**src/rtl/tail_light_sequencer_if.sv**
```systemverilog
// Lamp request and status bundle for the tail light sequencer.
// The requester side drives levels; the sequencer side reports mode and lamps.
interface tail_light_sequencer_if;
    logic       REQ_HAZARD;
    logic       REQ_LEFT;
    logic       REQ_RIGHT;
    logic [2:0] CurrentState;
    logic [2:0] LEDS_L;
    logic [2:0] LEDS_R;
    logic       BUSY;

    modport master (
        output REQ_HAZARD,
        output REQ_LEFT,
        output REQ_RIGHT,
        input  CurrentState,
        input  LEDS_L,
        input  LEDS_R,
        input  BUSY
    );

    modport slave (
        input  REQ_HAZARD,
        input  REQ_LEFT,
        input  REQ_RIGHT,
        output CurrentState,
        output LEDS_L,
        output LEDS_R,
        output BUSY
    );
endinterface

```
**src/rtl/tail_light_sequencer.sv**
```systemverilog
// Tail light sequencer: synchronized requests drive a {mode, step} FSM
// advanced by a prescaler tick; all outputs come straight from flops.
module tail_light_sequencer #(
    parameter int unsigned TICK_DIV = 25
) (
    input logic                    CLK,
    input logic                    RESET_N,
    tail_light_sequencer_if.slave  bus
);

    localparam int unsigned CW = (TICK_DIV > 2) ? $clog2(TICK_DIV) : 1;
    localparam logic [CW-1:0] CNT_MAX = CW'(TICK_DIV - 1);

    localparam logic [1:0] M_IDLE  = 2'd0;
    localparam logic [1:0] M_HAZ   = 2'd1;
    localparam logic [1:0] M_LEFT  = 2'd2;
    localparam logic [1:0] M_RIGHT = 2'd3;

    logic [2:0]    sync1_q, sync1_d;
    logic [2:0]    sync2_q, sync2_d;
    logic [CW-1:0] cnt_q, cnt_d;
    logic [1:0]    mode_q, mode_d;
    logic [1:0]    step_q, step_d;
    logic [2:0]    state_q, state_d;
    logic [2:0]    leds_l_q, leds_l_d;
    logic [2:0]    leds_r_q, leds_r_d;
    logic          busy_q, busy_d;

    logic          tick;
    logic          hz_s, l_s, r_s;
    logic [1:0]    eff;
    logic [2:0]    pat;

    assign hz_s = sync2_q[2];
    assign l_s  = sync2_q[1];
    assign r_s  = sync2_q[0];
    assign tick = (cnt_q == CNT_MAX);

    always_comb begin
        sync1_d = {bus.REQ_HAZARD, bus.REQ_LEFT, bus.REQ_RIGHT};
        sync2_d = sync1_q;
        cnt_d   = tick ? '0 : cnt_q + 1'b1;
    end

    // M_IDLE doubles as the "no request" code
    always_comb begin
        if (hz_s || (l_s && r_s)) begin
            eff = M_HAZ;
        end else if (l_s) begin
            eff = M_LEFT;
        end else if (r_s) begin
            eff = M_RIGHT;
        end else begin
            eff = M_IDLE;
        end
    end

    always_comb begin
        mode_d = mode_q;
        step_d = step_q;
        if (tick) begin
            if (eff == M_HAZ && mode_q != M_HAZ) begin
                mode_d = M_HAZ;
                step_d = 2'd1;
            end else if (mode_q == M_IDLE || step_q == 2'd0) begin
                mode_d = eff;
                step_d = (eff == M_IDLE) ? 2'd0 : 2'd1;
            end else if (mode_q == M_HAZ) begin
                step_d = 2'd0;
            end else begin
                step_d = step_q + 2'd1;
            end
        end
    end

    // Decode from next state so every output is a plain flop
    always_comb begin
        pat      = 3'b000;
        leds_l_d = 3'b000;
        leds_r_d = 3'b000;
        unique case (step_d)
            2'd0: pat = 3'b000;
            2'd1: pat = 3'b001;
            2'd2: pat = 3'b011;
            2'd3: pat = 3'b111;
        endcase
        unique case (mode_d)
            M_IDLE:  ;
            M_HAZ: begin
                leds_l_d = {3{step_d == 2'd1}};
                leds_r_d = {3{step_d == 2'd1}};
            end
            M_LEFT:  leds_l_d = pat;
            M_RIGHT: leds_r_d = pat;
        endcase
        state_d = {1'b0, mode_d};
        busy_d  = (mode_d != M_IDLE);
    end

    always_ff @(posedge CLK or negedge RESET_N) begin
        if (!RESET_N) begin
            sync1_q  <= '0;
            sync2_q  <= '0;
            cnt_q    <= '0;
            mode_q   <= M_IDLE;
            step_q   <= 2'd0;
            state_q  <= '0;
            leds_l_q <= '0;
            leds_r_q <= '0;
            busy_q   <= 1'b0;
        end else begin
            sync1_q  <= sync1_d;
            sync2_q  <= sync2_d;
            cnt_q    <= cnt_d;
            mode_q   <= mode_d;
            step_q   <= step_d;
            state_q  <= state_d;
            leds_l_q <= leds_l_d;
            leds_r_q <= leds_r_d;
            busy_q   <= busy_d;
        end
    end

    assign bus.CurrentState = state_q;
    assign bus.LEDS_L       = leds_l_q;
    assign bus.LEDS_R       = leds_r_q;
    assign bus.BUSY         = busy_q;

endmodule

```
**src/flat_wrapper.sv**
```systemverilog
// flat-port wrapper written by rule: the top's interface ports become plain ports
module tail_light_sequencer_flat 
#(
    parameter int unsigned TICK_DIV = 25
)
  (CLK, RESET_N, bus_REQ_HAZARD, bus_REQ_LEFT, bus_REQ_RIGHT, bus_CurrentState, bus_LEDS_L, bus_LEDS_R, bus_BUSY);
  tail_light_sequencer_if bus_i ();
  input logic CLK;
  input logic RESET_N;
  input wire logic [$bits(bus_i.REQ_HAZARD)-1:0] bus_REQ_HAZARD;
  input wire logic [$bits(bus_i.REQ_LEFT)-1:0] bus_REQ_LEFT;
  input wire logic [$bits(bus_i.REQ_RIGHT)-1:0] bus_REQ_RIGHT;
  output wire logic [$bits(bus_i.CurrentState)-1:0] bus_CurrentState;
  output wire logic [$bits(bus_i.LEDS_L)-1:0] bus_LEDS_L;
  output wire logic [$bits(bus_i.LEDS_R)-1:0] bus_LEDS_R;
  output wire logic [$bits(bus_i.BUSY)-1:0] bus_BUSY;
  assign bus_i.REQ_HAZARD = bus_REQ_HAZARD;
  assign bus_i.REQ_LEFT = bus_REQ_LEFT;
  assign bus_i.REQ_RIGHT = bus_REQ_RIGHT;
  assign bus_CurrentState = bus_i.CurrentState;
  assign bus_LEDS_L = bus_i.LEDS_L;
  assign bus_LEDS_R = bus_i.LEDS_R;
  assign bus_BUSY = bus_i.BUSY;
  tail_light_sequencer #(.TICK_DIV(TICK_DIV)) u_core (.CLK(CLK), .RESET_N(RESET_N), .bus(bus_i));
endmodule
```
**config.mk**
```make
export PLATFORM = sky130hd
export DESIGN_NAME = tail_light_sequencer_flat
export DESIGN_NICKNAME = d
export VERILOG_FILES = /design/src/rtl/tail_light_sequencer_if.sv /design/src/rtl/tail_light_sequencer.sv /design/src/flat_wrapper.sv
export SDC_FILE = /design/constraint.sdc
export NUM_CORES = 1
export LEC_CHECK = 0
export BUFFER_PORTS_ARGS = -buffer_cell sky130_fd_sc_hd__buf_2
export CELL_PAD_IN_SITES_DETAIL_PLACEMENT = 2
export CELL_PAD_IN_SITES_GLOBAL_PLACEMENT = 2
export CORE_MARGIN = 5
export CORE_UTILIZATION = 32
export DETAILED_ROUTE_END_ITERATION = 7
export GPL_TIMING_DRIVEN = 0
export PLACE_DENSITY = 0.72
export SYNTH_ARGS = -nofsm -noshare
export SYNTH_HDL_FRONTEND = slang
export SYNTH_SLANG_ARGS = --single-unit
```
**constraint.sdc**
```tcl
create_clock -name CLK -period 2.1 [get_ports CLK]
set_clock_uncertainty 0.05 [all_clocks]
set_input_delay 0.105 -clock CLK [delete_from_list [all_inputs] [get_ports CLK]]
set_output_delay 0.105 -clock CLK [all_outputs]
set_load 0.02 [all_outputs]
```
==> flow_metrics.py, run 1 <==
metrics = {
    "status": {
        "status": "complete, but fails checks",
        "violations": "setup timing",
    },
    "global_routing": {
        "grt_max_degree": 23,
        "antenna_found_initial": 0,
        "overflow": 0,
        "grt_pass1_vias": 949,
        "grt_util_all_layers": 0.150,
        "grt_first_pass_wirelength_mm": 4.85,
    },
    "final_layout": {
        "layout-drive-gt1-share": 0.430,
        "syn_to_final_growth_pct": 42.6,
        "fillers": 316,
        "fin_nets": 141,
        "post-route-util": 0.476,
        "antennaDiodeCount": 0,
    },
    "hold_path": {
        "hold_path_class": "in -> async",
    },
    "placed_design": {
        "dpl_worst_slack_ns": -0.580,
        "portBuffers": 13,
        "gp_congestion": 0.699,
        "post-dp-hpwl_mm": 1.78,
    },
    "yosys": {
        "synth_common_cells": "22 x dfrtp_1, 8 x inv_1, 7 x ha_1, 7 x nor2_1, 6 x a21oi_1",
        "synth_edf_count": 0,
        "synth.largest_area_cell": "dfrtp_1",
        "synth_top_area_frac": 0.536,
        "ys_async_sr_fraction": 1.00,
        "synth_area_leaders": "dfrtp_1 54%, ha_1 8.5%, a211oi_1 3.7%",
        "synthCells": 91,
        "synth_area_um2": 1030,
        "yosysSeqAreaShare": 0.536,
        "ys_warn_count": 0,
        "yosysMostFrequentCell": "dfrtp_1",
        "synth_nets": 103,
        "synth_area_per_cell_um2": 11.3,
        "synthFlopType": "dfrtp_1",
        "synth_cell_type_count": 32,
        "ys_ff_latch": 22,
    },
    "floorplanning": {
        "chipWidth_um": 66.7,
        "die_area_um2": 4440,
        "die_h_um": 66.7,
        "core_um2": 3080,
        "initial_core_util": 0.334,
        "rows": 20,
        "io_pins": 15,
    },
    "timing": {
        "period_share": 1.07,
        "max_freq_ghz": 0.446,
        "hold_viol_final": 0,
        "rsz0062_at_grt": "true",
        "setup_viol": 6,
        "setup_ws_ns": -0.141,
        "post-route-min-period_ns": 2.24,
        "slew_violations": 0,
    },
    "power_and_ir_drop": {
        "power_density_nw_per_um2": 601,
        "combPwrFrac": 0.208,
        "p_int_uw": 633,
        "share_seq_of_total_power": 0.525,
        "leakage_uw": 0.000677,
        "clkPwrFrac": 0.267,
        "p_switching_uw": 249,
        "netSwitchingFraction": 0.282,
        "ir_drop_uv": 454,
    },
    "worst_setup_path": {
        "critPathCaptureType": "flop",
        "worst_ep_arrival_time_ns": 2.42,
        "cp_max_fo": 6,
        "path_class": "reg -> reg",
        "critPathRequiredTime_ns": 2.28,
        "worstSetupStartpointType": "flop",
    },
    "drt": {
        "firstDrtPassIters": 2,
        "via_per_inst": 4.82,
        "vias": 829,
        "drt-total-wl_mm": 3.06,
        "routedWlPerCell_um": 17.8,
        "drcViolationCount": 0,
        "drtIter0Drc": 8,
        "ant_nets": 0,
    },
    "clock_network": {
        "cts_tree": "built",
        "cts_sinks": 22,
        "clk_latency_ns": 0.31,
        "clk_path_buf_depth": 2,
        "cts_buffers": 3,
        "cts-root-buf": "clkbuf_4",
        "h-tree-depth": 1,
        "cts.clk_slew.worst_paths_ns": 0.12,
    },
    "flow_run": {
        "maxCapViolCount": 0,
    },
}
## state kept, by name, indices dropped and copies added, names as in the netlist
| signal | flops |
|---|---|
| u_core.sync1_q | 3 |
| u_core.cnt_q | 5 |
| u_core.sync2_q | 3 |
| u_core.bus.LEDS_R | 3 |
| u_core.step_q | 2 |
| u_core.bus.BUSY | 1 |
| u_core.bus.LEDS_L | 3 |
| u_core.bus.CurrentState | 2 |
## final cells by class
| cell class | instances | area (um2) | area share |
|---|---|---|---|
| repair buffers | 33 | 245 | 0.167 |
| inverters | 8 | 30.0 | 0.0205 |
| multi-input cells | 59 | 529 | 0.361 |
| clock buffers | 4 | 36.3 | 0.0248 |
| flip-flops and latches | 22 | 551 | 0.376 |
| plain buffers | 2 | 18.8 | 0.0128 |
| well taps | 44 | 55.1 | 0.0376 |
## critical path, stage by stage (launching register included)
cell	delay (ns)
dfrtp_1	0.43
inv_1	0.09
ha_2	0.23
nor2b_1	0.31
o41a_1	0.26
ha_2	0.22
a21boi_4	0.23
nand2_2	0.10
a211oi_2	0.24
## cell usage in the layout, fill, tap and decap left out, types with 3 or more instances in the layout
cell type | Yosys | layout
a211oi_2 | 0 | 3
a21oi_1 | 6 | 3
buf_2 | 0 | 13
buf_4 | 2 | 14
buf_6 | 0 | 3
clkbuf_4 | 0 | 3
dfrtp_1 | 22 | 22
dlygate4sd3_1 | 0 | 4
ha_1 | 7 | 3
ha_2 | 0 | 4
inv_1 | 8 | 7
nor2_1 | 7 | 7
o21ai_0 | 5 | 4
## through the flow
step           cell area (um2)  std cells  hold WS, ns  TNS [ns]  total power, uW
3_3_place_gp              1160        148       0.0404     -2.18              599
2_1_floorplan             1040         91       -0.241   -0.0137              553
3_5_place_dp              1160        148       0.0482     -2.91              604
4_1_cts                   1400        166        0.229    -0.149              878
6_report                  1470        172        0.239    -0.557              881
5_1_grt                   1470        172        0.294     -1.31              932
## worst paths after layout
path / slack, ns / cells after the start / start / end
worst min-delay path: 0.24 / 2 / RESET_N / u_core.sync1_q[0]
worst max register to register: -0.14 / 8 / u_core.step_q[1] / u_core.bus.LEDS_L[2]
min in group CLK: 0.31 / 0 / u_core.sync1_q[2] / u_core.sync2_q[2]
worst min register to register: 0.31 / 0 / u_core.sync1_q[2] / u_core.sync2_q[2]
worst max-delay path: -0.14 / 8 / u_core.step_q[1] / u_core.bus.LEDS_L[2]
max in group asynchronous: 1.43 / 2 / RESET_N / u_core.cnt_q[3]
## logic make-up after synthesis
family                   after synthesis  synth area share
AO/OA/AOI/OAI                         25             0.180
XOR/XNOR                               3            0.0256
adder cells (fa/ha/maj)                7            0.0853
buffers and inverters                 10            0.0438
flip-flops                            22             0.536
multiplexers                           1           0.00974
other                                  1           0.00365
AND/OR/NAND/NOR                       22             0.116
## routing by layer
| layer | vias to the layer above | track usage | wire length (um) |
|---|---|---|---|
| met5 | - | 0 | 0 |
| met4 | 0 | 0.0381 | 21 |
| met3 | 2 | 0.0219 | 44 |
| met2 | 8 | 0.283 | 1700 |
| met1 | 430 | 0.174 | 1290 |
| li1 | 389 | - | - |
## power groups by stage
stage | Sequential [uW] | Clock, uW | Combinational [uW]
2_1_floorplan | 490 | 0 | 63.1
3_3_place_gp | 467 | 0 | 131
3_5_place_dp | 469 | 0 | 136
4_1_cts | 462 | 247 | 169
5_1_grt | 466 | 267 | 199
6_report | 462 | 235 | 184
## what timing repair did
item                                    in CTS  in global routing
endpoints found under the hold margin       25                  0
setup buffers                               10                  6
resized for setup                           20                  4
hold buffers                                 4                  0
endpoints found under the setup margin       6                  6
pin swaps                                    8                  9
(Power assumes the default switching activity.)
==> run 2: changes to the inputs <==
- CELL_PAD_IN_SITES_DETAIL_PLACEMENT: 2 -> 1
- CORE_UTILIZATION: 32 -> 34
- CTS_BUF_LIST: default -> sky130_fd_sc_hd__clkbuf_8
- MAX_ROUTING_LAYER: default -> met4
- PLACE_DENSITY: 0.72 -> 0.76
==> run 2 against run 1 <==
Compared with the run above: the flow still finishes with violations (setup timing); power up 8.7%; final cell count down 5.8%; largest cell class is now multi-input combinational cells; utilization increased by 3.7 points; clock-buffer cell count stayed put; critical path type unchanged; first-iteration DRC count rose by 50%; sequential power about the same; non-clock buffer count grew 1; via count is 0.12% lower; cell area up 4.4%; die area is 5.0% lower.
==> flow_metrics.py, run 2 (synthesis results as in run 1) <==
metrics = {
    "clock_network": {
        "clk_latency_ns": 0.26,
        "clk_path_buf_depth": 2,
        "cts-root-buf": "clkbuf_8",
        "h-tree-depth": 1,
        "cts.clk_slew.worst_paths_ns": 0.08,
        "cts_tree": "built",
        "cts_sinks": 22,
        "cts_buffers": 3,
    },
    "floorplanning": {
        "rows": 20,
        "chipWidth_um": 65.0,
        "io_pins": 15,
        "die_h_um": 65.0,
        "initial_core_util": 0.345,
        "core_um2": 2980,
        "die_area_um2": 4220,
    },
    "worst_setup_path": {
        "critPathRequiredTime_ns": 2.18,
        "path_class": "reg -> reg",
        "r2r_end": "u_core.bus.LEDS_L[0]",
        "worstSetupStartpointType": "flop",
        "timing.rr.start": "u_core.cnt_q[1]",
        "worst_ep_arrival_time_ns": 2.23,
        "cp_max_fo": 4,
        "critPathCaptureType": "flop",
        "critPathLaunch": "u_core.cnt_q[1]",
        "reg2reg_slack_ns": -0.04,
        "worst_r2r_path_depth": 10,
    },
    "timing": {
        "setup_ws_ns": -0.0437,
        "setup-tns-final_ns": -0.141,
        "rsz0062_at_grt": "true",
        "slew_violations": 0,
        "setup_viol": 4,
        "hold_viol_final": 0,
        "period_share": 1.02,
        "post-route-min-period_ns": 2.14,
        "max_freq_ghz": 0.466,
    },
    "drt": {
        "routedWlPerCell_um": 16.9,
        "vias": 828,
        "drt-total-wl_mm": 2.74,
        "met1_length_mm": 1.17,
        "ant_nets": 0,
        "via_per_inst": 5.11,
        "drtIter0Drc": 12,
        "met2_length_mm": 1.50,
        "firstDrtPassIters": 3,
        "top_layer_used": "met4",
        "met3_length_um": 48,
        "drcViolationCount": 0,
    },
    "final_layout": {
        "fillers": 311,
        "layout-drive-gt1-share": 0.473,
        "layout_commonest_cell": "dfrtp_1",
        "largest_reg_flops": 5,
        "largest_register": "u_core.cnt_q",
        "syn_to_final_growth_pct": 48.8,
        "fin_nets": 142,
        "layout_common_cells": "22 x dfrtp_1, 14 x buf_4, 13 x buf_2, 7 x nor2_1, 6 x inv_1",
        "antennaDiodeCount": 0,
    },
    "power_and_ir_drop": {
        "leakage_uw": 0.000680,
        "power_uw": 958,
        "ir_drop_uv": 357,
        "power_density_nw_per_um2": 627,
    },
    "status": {
        "violations": "setup timing",
        "status": "complete, but fails checks",
    },
    "global_routing": {
        "grt_max_degree": 23,
        "grt_util_all_layers": 0.142,
        "grt_pass1_vias": 918,
        "grt_first_pass_wirelength_mm": 4.42,
        "antenna_found_initial": 0,
        "overflow": 0,
    },
    "placed_design": {
        "gp_congestion": 0.719,
        "portBuffers": 13,
        "post-dp-hpwl_mm": 1.62,
        "dpl_worst_slack_ns": -0.478,
    },
    "hold_path": {
        "hold_path_class": "in -> async",
    },
    "flow_run": {
        "maxCapViolCount": 0,
    },
}
==> run 2: changes by cell type in the layout (fill, tap and decap cells not counted), sizes merged <==
cell | previous run | this run
buf | 31 | 32
==> run 2: power by group <==
part | leakage, uW | switching [uW] | internal (uW)
clock | 0.0000288 | 134 | 167
combinational | 0.000391 | 109 | 86.7
sequential | 0.000260 | 13.6 | 448
==> run 2: worst max path at each step <==
stage | endpoint | slack (ns) | cells after the start
detailed placement | u_core.bus.LEDS_L[2] | -0.48 | 7
global placement | u_core.bus.LEDS_L[2] | -0.43 | 7
CTS | u_core.bus.LEDS_L[2] | -0.08 | 11
finish | u_core.bus.LEDS_L[0] | -0.04 | 10
floorplan | u_core.bus.LEDS_R[2] | -0.01 | 10
global route | u_core.bus.LEDS_L[2] | -0.19 | 11
==> run 2: final cells by class <==
type	count	area, um2	area share
plain buffers	2	18.8	0.0123
clock buffers	4	55.1	0.0360
inverters	8	30.0	0.0196
multi-input cells	59	586	0.383
flip-flops and latches	22	551	0.360
well taps	33	41.3	0.0270
repair buffers	34	248	0.162
==> run 2: worst max-delay path, stage by stage, from the launching register on <==
cell and delay (ns):
dfrtp_1 0.38, inv_1 0.07, ha_2 0.18, nand4b_1 0.12, buf_6 0.16, buf_6 0.13, o41a_1 0.37, ha_4 0.19
a21boi_4 0.15, a21oi_2 0.17, a211oi_2 0.05
==> run 2: layer usage <==
metal	vias to the layer above	global-route usage
li1	393	-
met1	427	0.170
met2	6	0.239
met3	2	0.0312
met4	0	0.0396
met5	-	-
==> run 2: stage by stage <==
stage | instance area [um2] | hold WS (ns) | util | cells
finish | 1530 | 0.285 | 0.513 | 162
global placement | 1140 | 0.0442 | 0.384 | 137
global route | 1530 | 0.318 | 0.513 | 162
CTS | 1430 | 0.296 | 0.480 | 156
detailed placement | 1140 | 0.0442 | 0.384 | 137
floorplan | 1040 | -0.241 | - | 91
==> run 2: timing repair <==
action / 4_1_cts / 5_1_grt
endpoints found under the hold margin: 25 / 0
setup buffers: 11 / 6
hold buffers: 4 / 0
gates resized for setup: 25 / 12
endpoints found under the setup margin: 6 / 6
pin swaps: 9 / 9
==> run 3: changes to the inputs <==
- PLACE_DENSITY: 0.76 -> 0.79
==> run 3 against run 2 <==
Compared with the run above: the flow still finishes with violations (setup timing); worst setup slack improved by 0.013 ns; global-route usage rose by 0.85 points; sequential cell count did not move; register-to-register slack barely moved; utilization fell by 3.2 points; first-iteration DRC count rose by 50%; sequential power barely moved.
==> flow_metrics.py, run 3 (synthesis results as in run 1) <==
metrics = {
    "power_and_ir_drop": {
        "clkPwrFrac": 0.284,
        "p_int_uw": 651,
        "power_uw": 883,
        "p_switching_uw": 232,
        "power_density_nw_per_um2": 616,
        "leakage_uw": 0.000662,
        "netSwitchingFraction": 0.263,
        "ir_drop_uv": 412,
        "share_seq_of_total_power": 0.523,
        "combPwrFrac": 0.193,
    },
    "floorplanning": {
        "core_um2": 2980,
        "die_h_um": 65.0,
        "die_area_um2": 4220,
        "io_pins": 15,
        "rows": 20,
        "chipWidth_um": 65.0,
        "initial_core_util": 0.345,
    },
    "global_routing": {
        "grt_first_pass_wirelength_mm": 4.64,
        "grt_pass1_vias": 953,
        "overflow": 0,
        "antenna_found_initial": 0,
        "grt_max_degree": 23,
        "grt_util_all_layers": 0.150,
    },
    "timing": {
        "setup-tns-final_ns": -0.0543,
        "period_share": 1.01,
        "setup_ws_ns": -0.0310,
        "hold_ws_ns": 0.298,
        "post-route-min-period_ns": 2.13,
        "max_freq_ghz": 0.469,
        "hold_viol_final": 0,
        "setup_viol": 2,
        "rsz0062_at_grt": "true",
        "slew_violations": 0,
    },
    "final_layout": {
        "antennaDiodeCount": 0,
        "layout_common_cells": "22 x dfrtp_1, 16 x buf_4, 13 x buf_2, 7 x nor2_1",
        "finalNonFillerCells": 159,
        "post-route-util": 0.481,
        "largest_register": "u_core.cnt_q",
        "largest_reg_flops": 5,
        "register_area_um2": 551,
        "layout_commonest_cell": "dfrtp_1",
        "multiInputGateArea_um2": 533,
        "fin_nets": 140,
        "fillers": 317,
        "syn_to_final_growth_pct": 39.5,
        "layout-drive-gt1-share": 0.421,
    },
    "worst_setup_path": {
        "r2r_end": "u_core.bus.LEDS_R[1]",
        "critPathCaptureType": "flop",
        "critPathRequiredTime_ns": 2.19,
        "worstSetupStartpointType": "flop",
        "timing.rr.start": "u_core.cnt_q[0]",
        "path_class": "reg -> reg",
        "cp_max_fo": 3,
        "worst_ep_arrival_time_ns": 2.22,
        "worst_r2r_path_depth": 10,
        "reg2reg_slack_ns": -0.03,
    },
    "clock_network": {
        "cts_sinks": 22,
        "cts-root-buf": "clkbuf_8",
        "clk_latency_ns": 0.26,
        "cts_tree": "built",
        "cts_buffers": 3,
        "clk_path_buf_depth": 2,
        "cts.clk_slew.worst_paths_ns": 0.07,
        "h-tree-depth": 1,
    },
    "placed_design": {
        "portBuffers": 13,
        "gp_congestion": 0.765,
        "post-dp-hpwl_mm": 1.58,
        "dp.cells": 137,
    },
    "drt": {
        "drt-total-wl_mm": 2.66,
        "drcViolationCount": 0,
        "routedWlPerCell_um": 16.7,
        "firstDrtPassIters": 3,
        "drtIter0Drc": 18,
        "ant_nets": 0,
        "vias": 816,
        "via_per_inst": 5.13,
    },
    "flow_run": {
        "maxCapViolCount": 0,
    },
    "status": {
        "violations": "setup timing",
        "status": "complete, but fails checks",
    },
    "hold_path": {
        "hold_path_class": "in -> async",
    },
}
[run 3: worst max path at each step]
stage                                 endpoint  depth (start not counted)             from
after global routing      u_core.bus.LEDS_L[2]                         11  u_core.cnt_q[1]
after CTS                 u_core.bus.LEDS_L[2]                         11  u_core.cnt_q[1]
final                     u_core.bus.LEDS_R[1]                         10  u_core.cnt_q[0]
after floorplan           u_core.bus.LEDS_R[2]                         10  u_core.cnt_q[0]
after global placement    u_core.bus.LEDS_R[2]                          7  u_core.cnt_q[0]
after detailed placement  u_core.bus.LEDS_L[2]                          7  u_core.cnt_q[0]
[run 3: power groups by stage]
stage	clock network [uW]	logic [uW]	registers, uW
4_1_cts	273	164	462
2_1_floorplan	0	63.1	490
5_1_grt	281	186	466
6_report	250	171	462
3_5_place_dp	0	132	469
3_3_place_gp	0	130	467
[run 3: area by class of cell]
cell class / instances / share of cell area
plain buffers: 2 / 0.0131
clock buffers: 3 / 0.0288
inverters: 8 / 0.0210
multi-input cells: 59 / 0.372
flip-flops and latches: 22 / 0.384
well taps: 33 / 0.0288
repair buffers: 32 / 0.152
[run 3: timing repair]
action | in CTS | in global routing
resized for setup | 16 | 9
cloned | 0 | 0
hold buffers | 4 | 0
endpoints found under the hold margin | 25 | 0
setup endpoints to repair | 6 | 7
buffers inserted | 13 | 2
pin swaps | 8 | 6
[run 3: worst max-delay path, cell delays in order, from the launching register on]
cell       delay (ns)
dfrtp_1          0.40
inv_2            0.08
ha_4             0.14
nand4b_1         0.20
buf_4            0.22
o41a_1           0.33
ha_2             0.19
buf_4            0.12
buf_4            0.12
o2111ai_2        0.06
a21oi_1          0.10
[run 3: per-stage QoR]
| step | instance area (um2) | setup slack, ns |
|---|---|---|
| after CTS | 1390 | -0.0313 |
| after floorplan | 1040 | -0.0137 |
| after detailed placement | 1140 | -0.596 |
| after global placement | 1140 | -0.422 |
| after global routing | 1430 | -0.148 |
| final | 1430 | -0.0310 |
[run 3: layer usage]
| metal | GRT usage | up-vias | part of all wire |
|---|---|---|---|
| li1 | - | 389 | - |
| met1 | 0.183 | 411 | 0.45 |
| met2 | 0.246 | 9 | 0.50 |
| met3 | 0.0173 | 7 | 0.015 |
| met4 | 0.0739 | 0 | 0.026 |
| met5 | - | - | 0 |
